<file path="config.mk">
export PLATFORM = sky130hd
export DESIGN_NAME = predecode_ras_stage
export DESIGN_NICKNAME = d
export VERILOG_FILES = /design/src/rtl/predecode_ras_stage_pkg.sv /design/src/rtl/predecode_slot.sv /design/src/rtl/predecode_ras_stage.sv
export SDC_FILE = /design/constraint.sdc
export NUM_CORES = 2
export LEC_CHECK = 0
export CORE_AREA = 10 10 265 369
export DETAILED_ROUTE_END_ITERATION = 10
export DIE_AREA = 0 0 275 379
export SYNTH_ARGS = -nofsm -noshare
export SYNTH_HDL_FRONTEND = slang
export SYNTH_SLANG_ARGS = --single-unit
export TNS_END_PERCENT = 30
</file>
<file path="constraint.sdc">
create_clock -name clock -period 28.4 [get_ports clock]
set_input_delay 8.52 -clock clock [delete_from_list [all_inputs] [get_ports clock]]
set_output_delay 8.52 -clock clock [all_outputs]
set_load 0.1 [all_outputs]
</file>
<file path="src/rtl/predecode_ras_stage_pkg.sv">
// Shared constants and types for the pre-decode / return-address-stack stage.
package predecode_ras_stage_pkg;

    localparam int unsigned INST_W = 32;
    localparam int unsigned XLEN   = 64;
    localparam int unsigned OP_W   = 6;

    // Alpha major opcodes of interest
    localparam logic [OP_W-1:0] JSR_GRP = 6'h1a;
    localparam logic [OP_W-1:0] LDQ     = 6'h29;
    localparam logic [OP_W-1:0] LDQ_L   = 6'h2b;
    localparam logic [OP_W-1:0] BR      = 6'h30;
    localparam logic [OP_W-1:0] FBEQ    = 6'h31;
    localparam logic [OP_W-1:0] FBLT    = 6'h32;
    localparam logic [OP_W-1:0] FBLE    = 6'h33;
    localparam logic [OP_W-1:0] BSR     = 6'h34;
    localparam logic [OP_W-1:0] FBNE    = 6'h35;
    localparam logic [OP_W-1:0] FBGE    = 6'h36;
    localparam logic [OP_W-1:0] FBGT    = 6'h37;
    localparam logic [OP_W-1:0] BLBC    = 6'h38;

    // Hint field of the JSR group that marks a return
    localparam logic [1:0] RET_HINT = 2'b10;

    localparam logic TRUE  = 1'b1;
    localparam logic FALSE = 1'b0;

    // Classification of a single instruction
    typedef struct packed {
        logic cond;
        logic uncond;
        logic bsr;
        logic ret;
        logic call;
        logic ldq;
    } slot_flags_t;

    // Floating-point conditional branch opcodes
    function automatic logic is_fp_branch(input logic [OP_W-1:0] op);
        return (op == FBEQ) || (op == FBLT) || (op == FBLE) ||
               (op == FBNE) || (op == FBGE) || (op == FBGT);
    endfunction

endpackage

</file>
<file path="src/rtl/predecode_slot.sv">
// Combinational classifier for one Alpha instruction.
// PREDECODE_FP_BRANCH_EN: when defined, FP branches are flagged as conditional.
module predecode_slot
    import predecode_ras_stage_pkg::*;
(
    input  logic [INST_W-1:0] i_inst,
    output slot_flags_t       o_flags_c
);

    logic [OP_W-1:0] w_op;
    logic [1:0]      w_hint;
    logic            w_unused;

    assign w_op     = i_inst[31:26];
    assign w_hint   = i_inst[15:14];
    assign w_unused = ^{i_inst[25:16], i_inst[13:0]};

    // Opcode decode into branch / call / return / load flags
    always_comb begin
        o_flags_c = '0;
        if (w_op == JSR_GRP) begin
            o_flags_c.uncond = TRUE;
            o_flags_c.ret    = (w_hint == RET_HINT);
            o_flags_c.call   = w_hint[0];
        end
        if (w_op == BR) begin
            o_flags_c.uncond = TRUE;
        end
        if (w_op == BSR) begin
            o_flags_c.uncond = TRUE;
            o_flags_c.bsr    = TRUE;
            o_flags_c.call   = TRUE;
        end
        if (w_op >= BLBC) begin
            o_flags_c.cond = TRUE;
        end
`ifdef PREDECODE_FP_BRANCH_EN
        if (is_fp_branch(w_op)) begin
            o_flags_c.cond = TRUE;
        end
`else
        // FP branches remain plain valid slots
`endif
        if ((w_op == LDQ) || (w_op == LDQ_L)) begin
            o_flags_c.ldq = TRUE;
        end
    end

endmodule

</file>
<file path="src/rtl/predecode_ras_stage.sv">
// Registered N-wide pre-decode stage with a circular return-address stack.
// PREDECODE_FP_BRANCH_EN (in predecode_slot) enables FP-branch cond flags.
module predecode_ras_stage
    import predecode_ras_stage_pkg::*;
#(
    parameter int unsigned WIDTH     = 2,
    parameter int unsigned RAS_DEPTH = 8
) (
    input  logic                         clock,
    input  logic                         reset,
    input  logic                         in_valid,
    output logic                         in_ready,
    input  logic [XLEN-1:0]              in_pc,
    input  logic [INST_W*WIDTH-1:0]      in_inst,
    input  logic                         flush,
    input  logic                         out_ready,
    output logic                         out_valid,
    output logic [XLEN-1:0]              out_pc,
    output logic [WIDTH-1:0]             out_slot_valid,
    output logic [WIDTH-1:0]             out_cond,
    output logic [WIDTH-1:0]             out_uncond,
    output logic [WIDTH-1:0]             out_bsr,
    output logic [WIDTH-1:0]             out_ret,
    output logic [WIDTH-1:0]             out_ldq,
    output logic [XLEN-1:0]              out_ret_target,
    output logic                         out_ret_target_valid,
    output logic [$clog2(RAS_DEPTH):0]   ras_count
);

    localparam int unsigned PTR_W = $clog2(RAS_DEPTH);
    localparam int unsigned CNT_W = PTR_W + 1;

    slot_flags_t          w_flags [WIDTH];
    logic [WIDTH-1:0]     w_slot_valid, w_cond, w_uncond, w_bsr, w_ret, w_ldq;
    logic                 w_has_call, w_has_ret, w_blocked;
    logic [XLEN-1:0]      w_link, w_slot_pc;
    logic                 w_capture, w_push, w_pop, w_ras_empty;
    logic [PTR_W-1:0]     w_top_m1;

    logic [XLEN-1:0]      r_ras [RAS_DEPTH];
    logic [PTR_W-1:0]     r_top;
    logic [CNT_W-1:0]     r_count;

    logic                 r_out_valid;
    logic [XLEN-1:0]      r_out_pc;
    logic [WIDTH-1:0]     r_slot_valid, r_cond, r_uncond, r_bsr, r_ret, r_ldq;
    logic [XLEN-1:0]      r_ret_target;
    logic                 r_ret_target_valid;

    for (genvar g = 0; g < WIDTH; g++) begin : g_slot
        predecode_slot u_slot (
            .i_inst    (in_inst[INST_W*g +: INST_W]),
            .o_flags_c (w_flags[g])
        );
    end

    // Squash slots after the first unconditional transfer; locate call / return
    always_comb begin
        w_slot_valid = '0;
        w_cond       = '0;
        w_uncond     = '0;
        w_bsr        = '0;
        w_ret        = '0;
        w_ldq        = '0;
        w_has_call   = FALSE;
        w_has_ret    = FALSE;
        w_link       = '0;
        w_blocked    = FALSE;
        w_slot_pc    = in_pc;
        for (int i = 0; i < WIDTH; i++) begin
            if (!w_blocked) begin
                w_slot_valid[i] = TRUE;
                w_cond[i]       = w_flags[i].cond;
                w_uncond[i]     = w_flags[i].uncond;
                w_bsr[i]        = w_flags[i].bsr;
                w_ret[i]        = w_flags[i].ret;
                w_ldq[i]        = w_flags[i].ldq;
                if (w_flags[i].call) begin
                    w_has_call = TRUE;
                    w_link     = w_slot_pc + 64'd4;
                end
                if (w_flags[i].ret) begin
                    w_has_ret = TRUE;
                end
                w_blocked = w_flags[i].uncond;
            end
            w_slot_pc = w_slot_pc + 64'd4;
        end
    end

    assign in_ready    = ~r_out_valid | out_ready;
    assign w_capture   = in_valid & in_ready & ~flush;
    assign w_push      = w_capture & w_has_call;
    assign w_pop       = w_capture & w_has_ret;
    assign w_ras_empty = (r_count == '0);
    assign w_top_m1    = r_top - PTR_W'(1);

    // Return-address stack: push overwrites oldest when full, pop on empty is a no-op
    always_ff @(posedge clock or posedge reset) begin
        if (reset) begin
            for (int i = 0; i < RAS_DEPTH; i++) begin
                r_ras[i] <= '0;
            end
            r_top   <= '0;
            r_count <= '0;
        end else if (w_push) begin
            r_ras[r_top] <= w_link;
            r_top        <= r_top + PTR_W'(1);
            if (r_count != CNT_W'(RAS_DEPTH)) begin
                r_count <= r_count + CNT_W'(1);
            end
        end else if (w_pop && !w_ras_empty) begin
            r_top   <= w_top_m1;
            r_count <= r_count - CNT_W'(1);
        end
    end

    // Output register: flush beats capture, capture beats drain
    always_ff @(posedge clock or posedge reset) begin
        if (reset) begin
            r_out_valid        <= FALSE;
            r_out_pc           <= '0;
            r_slot_valid       <= '0;
            r_cond             <= '0;
            r_uncond           <= '0;
            r_bsr              <= '0;
            r_ret              <= '0;
            r_ldq              <= '0;
            r_ret_target       <= '0;
            r_ret_target_valid <= FALSE;
        end else if (flush) begin
            r_out_valid <= FALSE;
        end else if (w_capture) begin
            r_out_valid        <= TRUE;
            r_out_pc           <= in_pc;
            r_slot_valid       <= w_slot_valid;
            r_cond             <= w_cond;
            r_uncond           <= w_uncond;
            r_bsr              <= w_bsr;
            r_ret              <= w_ret;
            r_ldq              <= w_ldq;
            r_ret_target       <= (w_has_ret && !w_ras_empty) ? r_ras[w_top_m1] : '0;
            r_ret_target_valid <= w_has_ret & ~w_ras_empty;
        end else if (out_ready) begin
            r_out_valid <= FALSE;
        end
    end

    assign out_valid            = r_out_valid;
    assign out_pc               = r_out_pc;
    assign out_slot_valid       = r_slot_valid;
    assign out_cond             = r_cond;
    assign out_uncond           = r_uncond;
    assign out_bsr              = r_bsr;
    assign out_ret              = r_ret;
    assign out_ldq              = r_ldq;
    assign out_ret_target       = r_ret_target;
    assign out_ret_target_valid = r_ret_target_valid;
    assign ras_count            = r_count;

endmodule

</file>
# Yosys cells after proc, flatten, opt, wreduce, memory -nomap -nowiden
# Cells that the tools add are included.
dict set report op_classes {
  n_addsub 6
  magnitude_cmp 5
  eq_ne 14
  mux 44
  n_bitwise 11
  n_reduce_logical 11
}
# operator count
set ops {}
lappend ops {{$bwmux 512} 1}
lappend ops {{$mux 64} 7}
lappend ops {{$bmux 64 s3} 1}
lappend ops {{$demux 64 s3} 1}
lappend ops {{$add 64x3->64 const B} 2}
lappend ops {{$eq 6x6->1 const B} 8}
lappend ops {{$mux 1} 25}
lappend ops {{$eq 6x5->1 const B} 2}
lappend ops {{$ge 6x6->1 const B} 2}
lappend ops {{$mux 4} 3}
lappend ops {{$ge 4x4->1 const B} 2}
lappend ops {{$mux 2} 4}
lappend ops {{$not 3->4} 2}
lappend ops {{$mux 3} 2}
lappend ops {{$and 1x1->1} 5}
lappend ops {{$add 4x1->4 const B} 1}
lappend ops {{$eq 2x2->1 const B} 2}
lappend ops {{$logic_not 4->1} 1}
lappend ops {{$lt 4x1->1 const B} 1}
lappend ops {{$ne 4x4->1 const B} 1}
lappend ops {{$reduce_and 2->1} 2}
lappend ops {{$sub 4x1->4 const B} 1}
lappend ops {{$add 3x1->3 const B} 1}
lappend ops {{$logic_and 1x1->1} 3}
lappend ops {{other kinds (8)} 11}
dict set report word_totals {
  register_bits 661
  input_bits 133
  word_cells 111
}

# Longest topological paths before layout
dict set report depth {
  depth_word 9
  mapped_depth 14
  depth_no_buf 13
}

# By module
# A second synthesis with hierarchy kept.
dict set report hier_totals {
  cells_unflattened 3080
  hier_area_um2 30883.4
}
# mod instances cells_each area_each_um2
set modules_own_cells {}
lappend modules_own_cells {predecode_ras_stage 1 3054 30685.7}
lappend modules_own_cells {predecode_slot 2 13 98.8}

# Least setup slack after synthesis
# Ideal clock, no wire load.
dict set report synth_path {
  kind {input to output}
  from {input port out_ready}
  to {output port in_ready}
  arrival_time_ns 9.173
  required_ns 19.880
  slack_ns 10.707
  path_stages 2
  path_cell_list {nor2b_1 > inv_1}
}
dict set report synth_between {
  elab_chain_cells 1
}
# element line
set synth_lines {}
lappend synth_lines {{start: declaration} predecode_ras_stage.sv:16} ;# input logic out_ready,
lappend synth_lines {{$or 1x1->1} predecode_ras_stage.sv:91} ;# assign in_ready = ~r_out_valid | out_ready;
lappend synth_lines {{end: declaration} predecode_ras_stage.sv:12} ;# output logic in_ready,
# No other way between the ends.

# Final worst setup path
# Same ends and word-level chain as after synthesis.

==> results.ini <==
[status]
status = finished, final reports clean

[pwr]
fin_total_pwr_mw = 2.520
ir_drop_mv = 0.05529
powerDensity_nw_per_um2 = 67.73
leakage_nw = 15.72

[worst_setup_path]
cp-start-kind = input port
worst-setup-path-type = in2out
cp_top_family = buffers and inverters
cpMaxStageDelayCell = clkdlybuf4s50_1
cp-end-kind = primary output
crit_cells = 4
crit_chain = clkdlybuf4s50_1, nor2b_1, inv_1, clkdlybuf4s50_1
worst_ep_arrival_time_ps = 10290
path_max_fanout = 3
critPathBufInv = 3
r2r_slack_ps = 24050
cp.required_ps = 19880
crit_top_cell = clkdlybuf4s50_1
cpPeakStageDelay_ps = 1140
rr_worst_depth = 6

[cts]
ctsHoldBuffers = 0
cts_tree = done
clock_sinks = 661
clock_latency_ps = 650
cts_buffer_depth = 3
clk_pin_slew_ps = 60
h-tree-depth = 2
postCtsSetupBuffers = 0
cts_inserted_buffers = 60
cts_resized = 0
ctsRootBufferMaster = clkbuf_16

[global_routing]
grt-busiest-layer = met2
antenna_found_initial = 2
globalRouteMet2Util_pct = 30.07
grt_max_degree = 155
grtUsageMet3_pct = 3.488
grt_pass1_vias = 24060
overflow = 0
grtUsageMet1_pct = 22.03
grt_pass1_wl_um = 144600
grt_use_total_pct = 17.64

[sta]
slew_violations = 0
fin_setup_tns_ps = 0
setup-violations-final = 0
min_period_ps = 18810
hold_viol = 0
finClkSkew_ps = 19.31
tightest_slew_ps = 1193
rsz0062_at_grt = no
max_slew_margin_pct = 19.89
fin_crit_sh_pct = 66.23
clock.fmax_mhz = 53.17
hold_ws_ps = 472.3

[routing]
wirelength_um = 92040
dr.first_iter.drc_count = 1869
postRouteAntennaNets = 0
firstDrtPassIters = 5
vias = 23490
wire_per_inst_um = 20.57
drc_errors = 0
vias_per_cell = 5.251

[logic_synthesis]
yosys_warnings = 0
synthFlopType = dfrtp_1
synthTopCellsByArea = dfrtp_1 52%, mux4_2 9.1%, nand2_1 8.4%
syn_area_sq_um = 31580
synthCells = 3092
synth_edf_count = 0
ys_seq_area_share_pct = 52.38
synth.avg_cell_area_sq_um = 10.21
syn-num-nets = 3232
post-synth-top-count-cell = nand2_1
synth_cell_types = 68
synthTopCellsByCount = 707 x nand2_1, 661 x dfrtp_1, 399 x o21ai_0, 186 x nor2_1, 173 x clkbuf_1
synth_top_cell_by_area = dfrtp_1
netlist.area_leader.share_pct = 52.38
ys_async_sr_fraction_pct = 100.0
ys_ff_latch = 661

[placement]
numPlacedInstances = 4360
io_buffers = 231
place.gp.congestion = 0.9313
post-dp-hpwl_um = 61140

[die]
die-area_sq_um = 104200
die_h_um = 379
start_util_pct = 34.78
boundaryPins = 280
num_rows = 131
die_w_um = 275
coreArea_sq_um = 90800

[final_layout]
seqCellArea_sq_um = 16540
synthToLayoutAreaGrowth_pct = 17.82
n_fill_cell = 8879
multi_input_area_sq_um = 14300
final_cells = 4474
nets = 3365
drive_gt1_share_pct = 12.49
final_util_pct = 40.98

[worst_hold_path]
hold_path.class = reg2reg
whs_path_depth = 2

[flow_run]
cap_viol_max_count = 0

-- worst register-to-register path, cell delays in order, from the launching register on --
cell	delay, ps
dfrtp_4	960
inv_1	320
ha_4	820
buf_4	850
mux4_2	640
mux2i_1	460
o21ai_0	140
-- metrics by stage --
step	instance area [sq um]	setup slack (ps)
detailed placement	35100	9590
CTS	37200	9586
finish	37210	9592
global route	37200	9547
global placement	35100	9590
floorplan	31580	1356
-- routing by layer --
metal / wire, um / part of all wire [%] / vias to the layer above
met3: 4724 / 5.1 / 145
met4: 2893 / 3.1 / 2
li1: - / - / 11200
met5: 13 / 0.014 / -
met1: 39520 / 43 / 11580
met2: 44890 / 49 / 570
-- kinds of logic (layout without fill, tap and decap cells) --
logic type      count (synthesis)  in the layout  synth area share (%)
xor+xnor                       76             76                 2.108
fa+ha+maj                       7              7                0.3011
compound gates                625            625                 10.87
simple gates                 1203           1203                 16.83
other cells                     0              3                     0
buf+inv                       226            408                 2.753
flops                         661            661                 52.38
mux                           294            294                 14.76
-- layout make-up --
class                   count  share of cell area [%]
clock inverters            25                  0.8104
diodes                      3                 0.02018
well taps                1197                   4.025
clock buffers              86                   4.839
flip-flops and latches    661                   44.46
repair buffers            277                   7.176
multi-input cells        2205                   38.44
inverters                  20                  0.2219
-- state kept, by name, summed over array words and instances, names as in the netlist --
| register | flops |
|---|---|
| r_ras | 512 |
| out_pc | 64 |
| out_ret_target | 64 |
| ras_count | 4 |
| r_top | 3 |
| out_bsr | 2 |
| out_cond | 2 |
| out_ldq | 2 |
| out_ret | 2 |
| out_slot_valid | 2 |
| out_uncond | 2 |
| out_ret_target_valid | 1 |
| out_valid | 1 |
-- cells in the final DEF, fill, tap and decap left out, types with 36 or more instances in the layout --
master             n
clkbuf_16         61
buf_4             45
mux2i_1           72
xnor2_1           50
o21ai_0          398
nand2_1          707
nor4_1            38
nand4_1           42
dfrtp_1          660
nand3_1           55
nor2_1           183
mux4_2           128
a31oi_1           36
clkdlybuf4s50_1  231
a21oi_1          102
mux2_2            94
nor3_1            46
-- power breakdown --
group          switching, mW  total [mW]  internal, mW  leakage [nW]
sequential            0.0430        1.03         0.985          9.07
combinational          0.406       0.628         0.222          5.61
clock                  0.370       0.865         0.495          1.04
total                  0.818        2.52          1.70          15.7
-- path summary, 6_finish.rpt --
path,startpoint,end
max,out_ready,in_ready
min,r_ras[146],r_ras[146]
max in group asynchronous,reset,out_ret_target[45]
min in group asynchronous,reset,r_ras[142]
max reg2reg,r_top[0],out_ret_target[18]
min reg2reg,r_ras[146],r_ras[146]
No activity file was read; power rests on OpenSTA's default activity.
